File: src/rtl/stack_sequencer_pkg.sv
// Shared definitions for the stack command sequencer: stack mode codes,
// calculator opcodes, FSM states and the arithmetic helper.
package stack_sequencer_pkg;

  localparam int unsigned STACK_SIZE_DEF = 8;

  typedef enum logic [2:0] {
    MODE_HOLD = 3'b000,
    MODE_PUSH = 3'b001,
    MODE_POP  = 3'b010
  } mode_e;

  typedef enum logic [2:0] {
    OP_NOP    = 3'b000,
    OP_PUSH   = 3'b001,
    OP_POP    = 3'b010,
    OP_DUP    = 3'b011,
    OP_ADD    = 3'b100,
    OP_SUB    = 3'b101,
    OP_SWAP   = 3'b110,
    OP_CLRERR = 3'b111
  } opcode_e;

  typedef enum logic [2:0] {
    ST_IDLE,
    ST_S1,
    ST_S2,
    ST_S3,
    ST_S4
  } state_e;

  // Bit 4 is the ADD carry or, for SUB, the borrow (a > b).
  function automatic logic [4:0] alu5(input opcode_e op, input logic [3:0] a,
                                      input logic [3:0] b);
    if (op == OP_SUB) return {1'b0, b} - {1'b0, a};
    else              return {1'b0, b} + {1'b0, a};
  endfunction

endpackage

File: src/rtl/stack_sequencer.sv
// Command-side controller for the 4-bit LIFO: turns handshaked calculator
// commands into registered push/pop sequences, tracks depth and error flags.
module stack_sequencer
  import stack_sequencer_pkg::*;
#(
  parameter int unsigned STACK_SIZE = STACK_SIZE_DEF,
  localparam int unsigned DW = $clog2(STACK_SIZE + 1)
) (
  input  logic          clk,
  input  logic          reset,
  input  logic          cmd_valid,
  input  logic [2:0]    cmd,
  input  logic [3:0]    cmd_data,
  output logic          cmd_ready,
  output logic [2:0]    stack_mode,
  output logic [3:0]    stack_in,
  input  logic [3:0]    top_word,
  input  logic [3:0]    second_word,
  output logic [DW-1:0] depth,
  output logic          carry,
  output logic          err_overflow,
  output logic          err_underflow
);

  localparam logic [DW-1:0] FULL = DW'(STACK_SIZE);

  state_e        r_state;
  opcode_e       r_op;
  mode_e         r_mode;
  logic [3:0]    r_in;
  logic [3:0]    r_a;
  logic [3:0]    r_b;
  logic [3:0]    r_res;
  logic          r_cy_pend;
  logic [DW-1:0] r_depth;
  logic          r_carry;
  logic          r_ovf;
  logic          r_udf;

  state_e        w_state_nx;
  mode_e         w_mode_nx;
  logic [3:0]    w_in_nx;
  opcode_e       w_cmd;
  logic          w_start;
  logic          w_ovf_set;
  logic          w_udf_set;
  logic          w_clr;

  assign w_cmd = opcode_e'(cmd);

  always_comb begin
    w_state_nx = r_state;
    w_mode_nx  = MODE_HOLD;
    w_in_nx    = r_in;
    w_start    = 1'b0;
    w_ovf_set  = 1'b0;
    w_udf_set  = 1'b0;
    w_clr      = 1'b0;
    case (r_state)
      ST_IDLE: begin
        if (cmd_valid) begin
          case (w_cmd)
            OP_PUSH: begin
              if (r_depth == FULL) w_ovf_set = 1'b1;
              else begin
                w_start = 1'b1; w_mode_nx = MODE_PUSH; w_in_nx = cmd_data;
              end
            end
            OP_POP: begin
              if (r_depth == '0) w_udf_set = 1'b1;
              else begin
                w_start = 1'b1; w_mode_nx = MODE_POP;
              end
            end
            OP_DUP: begin
              if (r_depth < DW'(2)) w_udf_set = 1'b1;
              else if (r_depth == FULL) w_ovf_set = 1'b1;
              else begin
                w_start = 1'b1; w_mode_nx = MODE_PUSH; w_in_nx = top_word;
              end
            end
            OP_ADD, OP_SUB, OP_SWAP: begin
              if (r_depth < DW'(2)) w_udf_set = 1'b1;
              else begin
                w_start = 1'b1; w_mode_nx = MODE_POP;
              end
            end
            OP_CLRERR: w_clr = 1'b1;
            default: ;
          endcase
          if (w_start) w_state_nx = ST_S1;
        end
      end
      ST_S1: begin
        if (r_op == OP_ADD || r_op == OP_SUB || r_op == OP_SWAP) begin
          w_state_nx = ST_S2; w_mode_nx = MODE_POP;
        end else begin
          w_state_nx = ST_IDLE;
        end
      end
      ST_S2: begin
        w_state_nx = ST_S3;
        w_mode_nx  = MODE_PUSH;
        w_in_nx    = (r_op == OP_SWAP) ? r_a : r_res;
      end
      ST_S3: begin
        if (r_op == OP_SWAP) begin
          w_state_nx = ST_S4; w_mode_nx = MODE_PUSH; w_in_nx = r_b;
        end else begin
          w_state_nx = ST_IDLE;
        end
      end
      default: w_state_nx = ST_IDLE;
    endcase
  end

  always_ff @(posedge clk) begin
    if (reset) begin
      r_state   <= ST_IDLE;
      r_op      <= OP_NOP;
      r_mode    <= MODE_HOLD;
      r_in      <= '0;
      r_a       <= '0;
      r_b       <= '0;
      r_res     <= '0;
      r_cy_pend <= 1'b0;
      r_depth   <= '0;
      r_carry   <= 1'b0;
      r_ovf     <= 1'b0;
      r_udf     <= 1'b0;
    end else begin
      r_state <= w_state_nx;
      r_mode  <= w_mode_nx;
      r_in    <= w_in_nx;
      // Depth follows the mode driven this cycle, i.e. the shift the stack applies now.
      case (r_mode)
        MODE_PUSH: r_depth <= r_depth + DW'(1);
        MODE_POP:  r_depth <= r_depth - DW'(1);
        default: ;
      endcase
      if (w_start) begin
        r_op <= w_cmd;
        r_a  <= top_word;
        r_b  <= second_word;
        {r_cy_pend, r_res} <= alu5(w_cmd, top_word, second_word);
      end
      if (r_state == ST_S3 && r_op != OP_SWAP) r_carry <= r_cy_pend;
      if (w_clr) begin
        r_ovf <= 1'b0;
        r_udf <= 1'b0;
      end else begin
        if (w_ovf_set) r_ovf <= 1'b1;
        if (w_udf_set) r_udf <= 1'b1;
      end
    end
  end

  assign cmd_ready     = (r_state == ST_IDLE);
  assign stack_mode    = r_mode;
  assign stack_in      = r_in;
  assign depth         = r_depth;
  assign carry         = r_carry;
  assign err_overflow  = r_ovf;
  assign err_underflow = r_udf;

endmodule

File: config.mk
export PLATFORM = sky130hd
export DESIGN_NAME = stack_sequencer
export DESIGN_NICKNAME = d
export VERILOG_FILES = /design/src/rtl/stack_sequencer_pkg.sv /design/src/rtl/stack_sequencer.sv
export SDC_FILE = /design/constraint.sdc
export NUM_CORES = 1
export LEC_CHECK = 0
export CORE_ASPECT_RATIO = 0.7
export CORE_MARGIN = 8
export CORE_UTILIZATION = 35
export DETAILED_ROUTE_END_ITERATION = 16
export PLACE_DENSITY = 0.54
export SLEW_MARGIN = 20
export SYNTH_ARGS = -nofsm -noshare
export SYNTH_HDL_FRONTEND = slang
export SYNTH_SLANG_ARGS = --single-unit
File: constraint.sdc
create_clock -name clk -period 3.8 [get_ports clk]
set_clock_uncertainty 0.05 [all_clocks]
set_input_delay 0.38 -clock clk [delete_from_list [all_inputs] [get_ports clk]]
set_output_delay 0.38 -clock clk [all_outputs]
set_load 0.02 [all_outputs]
==> run_summary.xml <==
<?xml version="1.0" encoding="UTF-8"?>
<metrics>
  <group name="status">
    <metric name="run_status" unit="">complete, no violations</metric>
  </group>
  <group name="global_route">
    <metric name="global_route.usage.total" unit="%">12.04</metric>
    <metric name="gr-total-overflow" unit="">0</metric>
    <metric name="grt_pass1_wl" unit="um">7010</metric>
    <metric name="first_global_vias" unit="">1333</metric>
    <metric name="number_of_antenna_violations_at_the_first_check_in_global_routing" unit="">0</metric>
    <metric name="largest_net_degree_at_the_start_of_global_routing" unit="">33</metric>
  </group>
  <group name="power_and_ir_drop">
    <metric name="combPwrFrac" unit="%">16.5</metric>
    <metric name="power-per-cell-area" unit="mW/mm2">321.3</metric>
    <metric name="clock_network_fraction_of_design_power" unit="%">34.3</metric>
    <metric name="leakagePower" unit="uW">0.0009151</metric>
    <metric name="net_sw_power" unit="uW">181.8</metric>
    <metric name="vdd_drop_max" unit="mV">0.1744</metric>
    <metric name="flop_pwr_share" unit="%">49.3</metric>
    <metric name="power.share.switching" unit="%">25.62</metric>
    <metric name="intPower" unit="uW">527.8</metric>
  </group>
  <group name="flow_run">
    <metric name="timing.max_cap.violations" unit="">0</metric>
  </group>
  <group name="critical_path">
    <metric name="critical_path.reg2reg.endpoint" unit="">r_a[3]</metric>
    <metric name="reg2reg_from" unit="">depth[3]</metric>
    <metric name="worstPathRequired" unit="ps">3900</metric>
    <metric name="cpPeakStageDelay" unit="ps">600</metric>
    <metric name="crit_family" unit="">buffers and inverters</metric>
    <metric name="worstSetupEndpointType" unit="">register</metric>
    <metric name="critical_path.cell_chain" unit="">clkdlybuf4s50_1 -&gt; and3b_2 -&gt; mux2_2 -&gt; fa_1 -&gt; nand2b_1 -&gt; a21oi_1 -&gt; xnor2_1 -&gt; mux2i_1 -&gt; nor2_1</metric>
    <metric name="worstRegToRegCells" unit="">6</metric>
    <metric name="critical_path_at" unit="ps">2670</metric>
    <metric name="cp_max_stage_cell" unit="">sky130_fd_sc_hd__clkdlybuf4s50_1</metric>
    <metric name="crit_path_start_kind" unit="">input port</metric>
    <metric name="critical_path_class" unit="">in2reg</metric>
    <metric name="reg2reg_slack" unit="ps">1610</metric>
    <metric name="crit_cells" unit="">9</metric>
    <metric name="max_fo_critical_path" unit="">7</metric>
    <metric name="worstPathBufferInverterCount" unit="">1</metric>
  </group>
  <group name="detailed_routing">
    <metric name="viasPerCell" unit="">4.671</metric>
    <metric name="wl_met3" unit="um">249</metric>
    <metric name="drc" unit="">0</metric>
    <metric name="drt-pass1-iter-count" unit="">4</metric>
    <metric name="topRoutingLayerUsed" unit="">met4</metric>
    <metric name="routed_wire_length_per_instance" unit="um">14.07</metric>
    <metric name="wl_met1" unit="um">2339</metric>
    <metric name="met2WireLength" unit="um">1637</metric>
    <metric name="detail_route.wirelength" unit="um">4277</metric>
    <metric name="dr.first_iter.drc_count" unit="">92</metric>
    <metric name="route.vias.total" unit="">1420</metric>
    <metric name="antenna_violating_nets_post_route" unit="">0</metric>
  </group>
  <group name="logic_synthesis">
    <metric name="synthesis.area" unit="mm2">0.001782</metric>
    <metric name="synth.ff_latch_count" unit="">32</metric>
    <metric name="synth_sequential_area_ratio" unit="%">35.96</metric>
    <metric name="synth.avg_cell_area" unit="um2">8.734</metric>
    <metric name="yosysWarnings" unit="">0</metric>
    <metric name="instance_count_of_the_mapped_netlist" unit="">204</metric>
    <metric name="postSynthNetCount" unit="">232</metric>
    <metric name="yosysUniqueCellTypes" unit="">43</metric>
  </group>
  <group name="clock_tree">
    <metric name="hold_buffers" unit="">0</metric>
    <metric name="cts_resized" unit="">0</metric>
    <metric name="clkSlewWorstSetupHoldPaths" unit="ps">60</metric>
    <metric name="numCtsBuffers" unit="">5</metric>
    <metric name="clk_root_buffer_cell" unit="">sky130_fd_sc_hd__clkbuf_8</metric>
    <metric name="cts.htree.levels" unit="">2</metric>
    <metric name="clkSinkCount" unit="">32</metric>
    <metric name="cts_tree" unit="">yes</metric>
    <metric name="ctsLongestPathBuffers" unit="">2</metric>
    <metric name="worst_skew_pair.late_latency" unit="ps">270</metric>
    <metric name="post_cts_buffers" unit="">0</metric>
  </group>
  <group name="placement">
    <metric name="place_congestion" unit="">0.8036</metric>
    <metric name="minimum_setup_slack_after_placement" unit="ps">960.9</metric>
    <metric name="dp.final_hpwl" unit="um">3215</metric>
    <metric name="place.port_buffers" unit="">31</metric>
  </group>
  <group name="floorplan">
    <metric name="fp.coreArea" unit="mm2">0.004835</metric>
    <metric name="ios" unit="">33</metric>
    <metric name="start_util" unit="%">36.85</metric>
    <metric name="die-area" unit="mm2">0.007666</metric>
    <metric name="placement_rows" unit="">21</metric>
    <metric name="die_w" unit="um">101.3</metric>
    <metric name="die-height" unit="um">75.70</metric>
  </group>
  <group name="cells_and_area">
    <metric name="antenna-diode-count" unit="">0</metric>
    <metric name="post_route_cells_drive_above_1_share" unit="%">10.21</metric>
    <metric name="count_of_filler_cells_inserted_in_the_layout" unit="">499</metric>
    <metric name="syn_to_final_growth" unit="%">23.95</metric>
    <metric name="finish.net_count" unit="">263</metric>
    <metric name="finalCoreUtilization" unit="%">45.68</metric>
  </group>
  <group name="sta">
    <metric name="report.final.hold_viol_count" unit="">0</metric>
    <metric name="setup_repair_after_global_routing_missed_its_margin" unit="">no</metric>
    <metric name="worst_pin_slew" unit="ps">582.7</metric>
    <metric name="finalWorstPathRequiredPeriod" unit="ps">2569</metric>
    <metric name="maxSlewHeadroom" unit="%">61.15</metric>
    <metric name="final_min_period_over_clock_period" unit="%">67.61</metric>
    <metric name="fmax" unit="MHz">389.2</metric>
    <metric name="report.final.setup_viol" unit="">0</metric>
    <metric name="timing_max_transition_violations_final" unit="">0</metric>
    <metric name="finalWorstSetupSlack" unit="ps">1231</metric>
    <metric name="setup-tns-final" unit="ps">0</metric>
    <metric name="worst_slack_on_hold_paths" unit="ps">402.7</metric>
  </group>
  <group name="worst_hold_path">
    <metric name="timing.hold.worst_endpoint" unit="">r_res[0]</metric>
    <metric name="hold_path_startpoint" unit="">r_res[0]</metric>
    <metric name="hold_depth" unit="">2</metric>
    <metric name="hold_path_class" unit="">reg2reg</metric>
  </group>
</metrics>
-- per-layer routing --
metal,track usage (%),up-vias
met2,16.42,35
li1,-,757
met4,5.419,0
met5,0,-
met3,3.102,2
met1,17.11,626
-- area by class of cell --
type	instances	area [um2]	share of cell area [%]
well taps	69	86.33	3.909
multi-input cells	148	1022	46.29
inverters	15	56.30	2.550
repair buffers	33	325.3	14.73
clock inverters	1	5.005	0.2266
clock buffers	6	72.57	3.286
flip-flops and latches	32	640.6	29.01
-- cells by family after synthesis --
group,Yosys count,synth area share [%]
flops,32,35.95
other cells,1,0.2105
buf+inv,24,6.671
compound gates,38,13.69
mux,23,13.55
fa+ha+maj,10,7.865
simple gates,68,18.12
xor+xnor,8,3.933
-- flip-flops by register name (all words and copies together), names as in the netlist, 2 cells and up --
name and cells:
stack_in 4, depth 4, r_b 4, r_res 4, r_state 3, r_a 4
stack_mode 2, r_op 3
-- tightest hold or removal path, cell delays in order (launching register included) --
cell and delay [ps]:
sky130_fd_sc_hd__dfxtp_1 310, sky130_fd_sc_hd__nand2_1 50, sky130_fd_sc_hd__a21oi_1 50
-- cells in the mapped netlist, drive strengths merged --
master	instances	area [um2]
nor3	3	15.01
o41a	1	11.26
fa	2	40.04
nor3b	1	7.510
xnor2	6	52.55
nor4	1	6.260
or2	2	12.51
xor2	2	17.52
a211oi	2	15.01
a31oi	1	6.260
buf	5	47.54
o31ai	1	7.510
and3	2	12.51
nor2	33	123.9
nand3b	2	15.01
mux2i	14	140.1
a2111oi	1	8.760
ha	8	100.1
nor2b	3	18.77
nand2b	4	25.02
a41o	1	11.26
a21o	2	16.27
nand4	1	6.260
and2	3	20.02
and3b	1	10.01
dfxtp	32	640.6
conb	1	3.750
a41oi	1	8.760
clkbuf	4	15.01
mux2	9	101.4
or3	2	12.51
o21ai	9	48.80
a311oi	4	35.03
a21oi	15	75.07
nand2	10	37.54
inv	15	56.30
-- how the worst max path moves through the flow --
stage / start / endpoint
after floorplan: cmd[1] / r_cy_pend
after global placement: cmd[2] / r_cy_pend
after detailed placement: cmd[2] / r_cy_pend
after CTS: cmd[2] / r_cy_pend
after global routing: cmd[2] / r_cy_pend
final: cmd[2] / r_cy_pend
-- layout by cell type (no fill, tap or decap), types with 2 or more instances in the layout --
| cell | Yosys | routed |
|---|---|---|
| sky130_fd_sc_hd__a21oi_1 | 15 | 15 |
| sky130_fd_sc_hd__nor3_1 | 3 | 3 |
| sky130_fd_sc_hd__buf_4 | 1 | 2 |
| sky130_fd_sc_hd__o21ai_0 | 8 | 8 |
| sky130_fd_sc_hd__xor2_1 | 2 | 2 |
| sky130_fd_sc_hd__nor2b_1 | 3 | 3 |
| sky130_fd_sc_hd__ha_1 | 8 | 8 |
| sky130_fd_sc_hd__clkdlybuf4s50_1 | 0 | 31 |
| sky130_fd_sc_hd__a311oi_1 | 4 | 4 |
| sky130_fd_sc_hd__nor2_1 | 33 | 33 |
| sky130_fd_sc_hd__fa_1 | 2 | 2 |
| sky130_fd_sc_hd__mux2_2 | 9 | 9 |
| sky130_fd_sc_hd__dfxtp_1 | 32 | 32 |
| sky130_fd_sc_hd__nand3b_1 | 2 | 2 |
| sky130_fd_sc_hd__nand2b_1 | 4 | 4 |
| sky130_fd_sc_hd__a211oi_1 | 2 | 2 |
| sky130_fd_sc_hd__inv_1 | 15 | 15 |
| sky130_fd_sc_hd__xnor2_1 | 6 | 6 |
| sky130_fd_sc_hd__or2_2 | 2 | 2 |
| sky130_fd_sc_hd__mux2i_1 | 14 | 14 |
| sky130_fd_sc_hd__and3_1 | 2 | 2 |
| sky130_fd_sc_hd__nand2_1 | 10 | 10 |
| sky130_fd_sc_hd__or3_1 | 2 | 2 |
| sky130_fd_sc_hd__clkbuf_8 | 0 | 5 |
| sky130_fd_sc_hd__and2_1 | 2 | 2 |
-- per-stage QoR --
| step | power [uW] | instances | cell area [um2] |
|---|---|---|---|
| global placement | 473.2 | 297 | 2131 |
| finish | 709.6 | 304 | 2208 |
| global route | 746.8 | 304 | 2208 |
| detailed placement | 474.9 | 297 | 2131 |
| CTS | 719.4 | 304 | 2208 |
| floorplan | 429.9 | 204 | 1782 |
-- power by group through the flow --
| stage | clock (uW) | sequential (uW) | combinational (uW) |
|---|---|---|---|
| finish | 243 | 350 | 117 |
| global route | 267 | 350 | 129 |
| CTS | 252 | 349 | 118 |
| detailed placement | 0 | 357 | 118 |
| global placement | 0 | 357 | 116 |
| floorplan | 0 | 359 | 70.8 |
(Power assumes the default switching activity.)
